<file path="config.mk">
export PLATFORM = sky130hd
export DESIGN_NAME = rf_param
export DESIGN_NICKNAME = d
export VERILOG_FILES = /design/src/rtl/rf_param.sv
export SDC_FILE = /design/constraint.sdc
export NUM_CORES = 1
export LEC_CHECK = 0
export ABC_CLOCK_PERIOD_IN_PS = 2000
export BUFFER_PORTS_ARGS = -buffer_cell sky130_fd_sc_hd__buf_4
export CORE_MARGIN = 5
export CORE_UTILIZATION = 60
export CTS_BUF_LIST = sky130_fd_sc_hd__clkbuf_2
export DETAILED_ROUTE_END_ITERATION = 12
export PLACE_DENSITY_LB_ADDON = 0.15
export REMOVE_ABC_BUFFERS = 1
export SLEW_MARGIN = 20
export SYNTH_ARGS = -nofsm -noshare
export SYNTH_HDL_FRONTEND = slang
export SYNTH_SLANG_ARGS = --single-unit
</file>
<file path="constraint.sdc">
create_clock -name clk -period 2 [get_ports clk]
set_input_delay 0.1 -clock clk [delete_from_list [all_inputs] [get_ports clk]]
set_output_delay 0.1 -clock clk [all_outputs]
set_load 0.01 [all_outputs]
</file>
<file path="src/rtl/rf_param.sv">
// rtl/rf_param.sv - parametrised register file: 2 read ports, 1 write port,
// top entry is a synchronised read-only switch input register.
module rf_param #(
  parameter int WIDTH  = 8,
  parameter int DEPTH  = 4,
  parameter int ADDR_W = 2,
  parameter int BYPASS = 1
) (
  input  logic              clk,
  input  logic              rst,
  input  logic              we,
  input  logic [ADDR_W-1:0] waddr,
  input  logic [WIDTH-1:0]  wdata,
  input  logic [ADDR_W-1:0] raddr_a,
  output logic [WIDTH-1:0]  rdata_a,
  input  logic [ADDR_W-1:0] raddr_b,
  output logic [WIDTH-1:0]  rdata_b,
  input  logic [WIDTH-1:0]  sw_in,
  output logic              sw_changed,
  output logic              wr_err
);

  if (DEPTH < 2 || (DEPTH & (DEPTH - 1)) != 0 || ADDR_W != $clog2(DEPTH)) begin : g_param_check
    $error("rf_param: DEPTH must be a power of 2 >= 2 and ADDR_W must equal log2(DEPTH)");
  end

  localparam logic [ADDR_W-1:0] SW_ADDR = ADDR_W'(DEPTH - 1);

  logic [WIDTH-1:0] regs_q [DEPTH];
  logic [WIDTH-1:0] regs_d [DEPTH];
  logic [WIDTH-1:0] sync1_q, sync2_q;
  logic             sw_changed_q, sw_changed_d;
  logic             wr_err_q, wr_err_d;
  logic             wr_ok;

  // The switch entry can never be written; its only source is the synchroniser.
  assign wr_ok = we && (waddr != SW_ADDR);

  always_comb begin
    regs_d = regs_q;
    if (wr_ok) begin
      regs_d[waddr] = wdata;
    end
    regs_d[SW_ADDR] = sync2_q;
    sw_changed_d    = (sync2_q != regs_q[SW_ADDR]);
    wr_err_d        = we && (waddr == SW_ADDR);
  end

  always_ff @(posedge clk or posedge rst) begin
    if (rst) begin
      for (int i = 0; i < DEPTH; i++) begin
        regs_q[i] <= '0;
      end
      sync1_q      <= '0;
      sync2_q      <= '0;
      sw_changed_q <= 1'b0;
      wr_err_q     <= 1'b0;
    end else begin
      regs_q       <= regs_d;
      sync1_q      <= sw_in;
      sync2_q      <= sync1_q;
      sw_changed_q <= sw_changed_d;
      wr_err_q     <= wr_err_d;
    end
  end

  // Bypass is qualified by wr_ok, so the switch entry is never forwarded.
  always_comb begin
    rdata_a = regs_q[raddr_a];
    if (BYPASS != 0 && wr_ok && raddr_a == waddr) begin
      rdata_a = wdata;
    end
  end

  always_comb begin
    rdata_b = regs_q[raddr_b];
    if (BYPASS != 0 && wr_ok && raddr_b == waddr) begin
      rdata_b = wdata;
    end
  end

  assign sw_changed = sw_changed_q;
  assign wr_err     = wr_err_q;

endmodule

</file>
After elaboration in Yosys (flattened, before gate mapping) --
Index checks and enable logic that the tools add are counted.
Word-level totals: register bits 50, input port bits 25, word-level logic and storage cells 36, output and inout port bits 18
Operators by class: order comparisons 4, bitwise gates (word level) 3, muxes and demuxes 11, eq/ne operators 5, reductions and logical operators 5
Operators by type and width (number):
- $mux W8 | 7
- $bmux W8 S2 | 2
- $bwmux W32 | 1
- $demux W8 S2 | 1
- $ge A3 B3 Y1 const B | 3
- $not A2 Y3 | 3
- $ne A8 B8 Y1 | 1
- $logic_and A1 B1 Y1 | 5
- $eq A2 B2 Y1 | 2
- $lt A3 B1 Y1 const B | 1
- $eq A2 B2 Y1 const B | 1
- $ne A2 B2 Y1 const B | 1

Depth between registers and ports, before layout --
word-level depth 6, mapped depth 4, gate-level depth less buffers 3

Least setup slack after synthesis --
OpenSTA, ideal clock, no wires.
path type input -> output, start input port waddr[0], end output port rdata_a[0], data arrival time 1250 ps, stages 4, required time 1900 ps, slack 650 ps, buffers on the path 1, path through buf_2 -> or3b_4 -> o22ai_4 -> mux2_2
On the way: longest elaborated chain between the ends 4, elaborated cells between the ends (all ways) 5, those cells by class 2 x eq/ne; 1 x mux; 2 x reduce/logical
Ends and longest elaborated chain:
- start: declaration | line 12 | input logic [ADDR_W-1:0] waddr,
- $ne A2 B2 Y1 | line 37 | assign wr_ok = we && (waddr != SW_ADDR);
- $logic_and A1 B1 Y1 | line 37
- $logic_and A1 B1 Y1 (*) | line 70 | if (BYPASS != 0 && wr_ok && raddr_a == waddr) begin
- $mux W8 (*) | line 70
- end: declaration | line 15 | output logic [WIDTH-1:0] rdata_a,
Every way passes the cells marked *; elsewhere a longest branch is shown, timed or not.

Final worst setup path --
start register regs_q[17] (netlist name), end output port rdata_a[1]
On the way: longest elaborated chain between the ends 4
Ends and longest elaborated chain:
- start: declaration | line 29 | logic [WIDTH-1:0] regs_q [DEPTH];
- start signal: assignment | line 59 | regs_q <= regs_d;
- $bmux W8 S2 | line 69 | rdata_a = regs_q[raddr_a];
- $mux W8 (not written as such) (2 in a row) | line 69
- $mux W8 | line 70
Every way passes these cells. The select of a mux whose other input is x is not followed.

==> results.md <==
- Fin. Hold Viols: 0
- End point of the worst hold path: regs_q[26]
- FP Rows: 22
- Clock skew: 0.00733 ns
- Starting DRC count in detailed routing: 38
- Vias: 1500
- Crit-path max cell delay: 0.50 ns
- Multi-input gate area: 0.00105 sq mm
- Hold Crit Start: waddr[1]
- Number of synthesized flops with an enable pin: 0
- Hold depth: 3
- Status: completed
- Reg2reg end: sw_changed
- Commonest cells post-synth: dfrtp_1, mux2_2, xor2_1
- Wirelength, routed: 4.80 mm
- Clock Tree Root: clkbuf_2
- Slew HR: 67.2%
- Fin crit share: 94.8%
- CTS tree: yes
- IO buf count: 42
- Buffers & Inverters on Critical Path: 1
- FMAX: 0.528 GHz
- Flop2flop setup slack: 0.76 ns
- # fillers: 218
- Initial antenna violation count: 0
- PnR worst setup slack: 0.104 ns
- Share of layout cells above drive strength 1: 54.8%
- Syn Inst Count: 137
- Die H: 72.7 um
- Clock Latency Late Sink: 0.40 ns
- GPL Wtd Cong: 0.767
- Detailed Place HPWL: 3.36 mm
- Dpl ws: 0.364 ns
- Worst-path cell chain: mux4_1, mux2_2, buf_4
- Fin nets: 232
- CP Data Required Time: 1.90 ns
- Hold crit path type: input port to register
- Starting Density: 63.0%
- CP top delay family: multiplexers
- Avg Cell Area, Syn: 17.2 sq um
- Lkg Pwr: 0.00133 uW
- Post-synth ARST share: 100%
- First-pass DRT Iterations: 4
- Setup TNS Final: 0 ns
- Most common cell in the netlist: dfrtp_1
- Post-synthesis register bit count: 50
- H-tree depth: 2
- Yosys warning count: 0
- Layout area overhead: 27.7%
- Register area: 0.00125 sq mm
- Ant. Diodes: 0
- Ys flop type: dfrtp_1
- Netlist cell types: 22
- Slew Limit Fails: 0
- Min cycle time layout: 1.90 ns
- Power per cell area: 775 mW/mm^2
- Number of max-cap violations: 0
- Post-route ant nets: 0
- CTS clk-pin slew, worst paths: 0.25 ns
- Gr ovfl total: 0
- Die area: 0.00528 sq mm
- Clock Path Buffers: 2
- VDD IR max: 0.689 mV
- Worst r2r path cells: 4
- Crit Path Max Fanout: 3
- Setup Crit Path Kind: register to output port
- Vias in the first global route: 1615
- Syn Std Cell Area: 0.00236 sq mm
- Element type at the critical path end: output port
- Slowest cell on crit path: mux4_1
- Ports: 43
- Slew at the pin closest to its max-slew limit: 0.490 ns
- Launching element type of the critical path: register
- CTS Buf Count: 5
- Area leader, netlist: dfrtp_1
- Largest net degree at the start of global routing: 27
- TritonCTS sink count: 50
- Post-route DRC: 0
- Worst path arrival time: 1.80 ns
- R2r startpoint: regs_q[6]
- Vias per cell: 5.86
- Core area: 0.00374 sq mm
- Post-synthesis sequential area ratio: 53.1%
- DR WL/cell: 18.7 um
- Global-route wire length before repair: 8.24 mm
- Synth area leaders: dfrtp_1, mux2_2, mux4_1
- Total GRT Usage: 20.8%
- Final Setup Violations: 0
- Die width: 72.7 um
- Top cell type's share of synthesized area: 53.1%
[power by group]
| group | switching [uW] | leakage, uW | total (uW) | internal [uW] |
|---|---|---|---|---|
| logic | 215 | 0.000706 | 605 | 390 |
| clock network | 300 | 0.0000392 | 516 | 216 |
| registers | 84.0 | 0.000586 | 1210 | 1130 |
[registers in the layout, summed over array words and instances, names as in the netlist]
register and flops:
sync1_q 8, regs_q 32, sw_changed 1, sync2_q 8
wr_err 1
[layer usage]
metal | global-route usage [%] | routed length [um] | share of wire (%)
met5 | 0 | 0 | 0
met4 | 4.10 | 0 | 0
met3 | 4.82 | 237 | 4.9
met2 | 36.3 | 2690 | 56
met1 | 26.9 | 1870 | 39
[cell usage in the layout, fill, tap and decap left out]
master	n
buf_4	50
dfrtp_1	50
mux2_2	40
dlygate4sd3_1	20
mux4_2	10
xor2_1	9
mux4_1	6
clkbuf_2	6
nand3b_1	2
nor4_1	2
nor3b_2	1
nand4b_1	1
or3b_4	1
o22ai_4	1
nand2_1	1
and4bb_2	1
nor3b_1	1
xnor2_1	1
a22oi_4	1
and3_1	1
inv_2	1
clkinvlp_4	1
bufinv_16	1
[area by class of cell]
cell class                 count  share of cell area [%]
clock buffer                   6                   0.998
clock inverter                 2                    1.25
inverter                       1                   0.125
multi-input combinational     79                    35.0
sequential                    50                    41.6
tap                           48                    2.00
timing repair buffer          70                    19.1
[cell families (layout without fill, tap and decap cells)]
family	after synthesis	in the layout	synth area share, %
flops	50	50	53.1
simple gates	11	11	3.82
xor+xnor	10	10	3.72
buf+inv	8	79	1.96
compound gates	2	2	1.75
mux	56	56	35.7
[worst register-to-register path, delay by kind of cell, from the launching register on]
family | cells | cell delay, ns
DFF | 1 | 0.47
and+or+nand+nor | 2 | 0.37
buffers and inverters | 1 | 0.15
xor gates and xnor gates | 1 | 0.15
[worst max path at each step]
stage,slack [ns],depth (start not counted),endpoint,startpoint
after floorplan,0.70,1,regs_q[0],rst
after global placement,0.40,5,rdata_a[5],raddr_a[0]
after detailed placement,0.36,5,rdata_a[4],raddr_a[0]
after CTS,0.06,3,rdata_a[2],regs_q[2]
after global routing,-0.007,3,rdata_a[2],regs_q[2]
final,0.10,3,rdata_a[1],regs_q[17]
[what timing repair did]
action,CTS,global route
setup endpoints to repair,0,6
hold buffers,20,0
buffers inserted,0,6
endpoints found under the hold margin,57,0
resized for setup,0,2
[per-stage QoR]
stage | util (%) | instances | hold slack (ns) | area (sq um) | total power [uW]
2_1_floorplan | - | 130 | 0.131 | 2310 | 1550
3_3_place_gp | 72.3 | 222 | 0.147 | 2710 | 1770
3_5_place_dp | 72.3 | 222 | 0.160 | 2710 | 1800
4_1_cts | 79.4 | 250 | 0.0959 | 2970 | 2350
5_1_grt | 80.4 | 256 | 0.0869 | 3010 | 2460
6_report | 80.4 | 256 | 0.123 | 3010 | 2330
(Power assumes the default switching activity.)
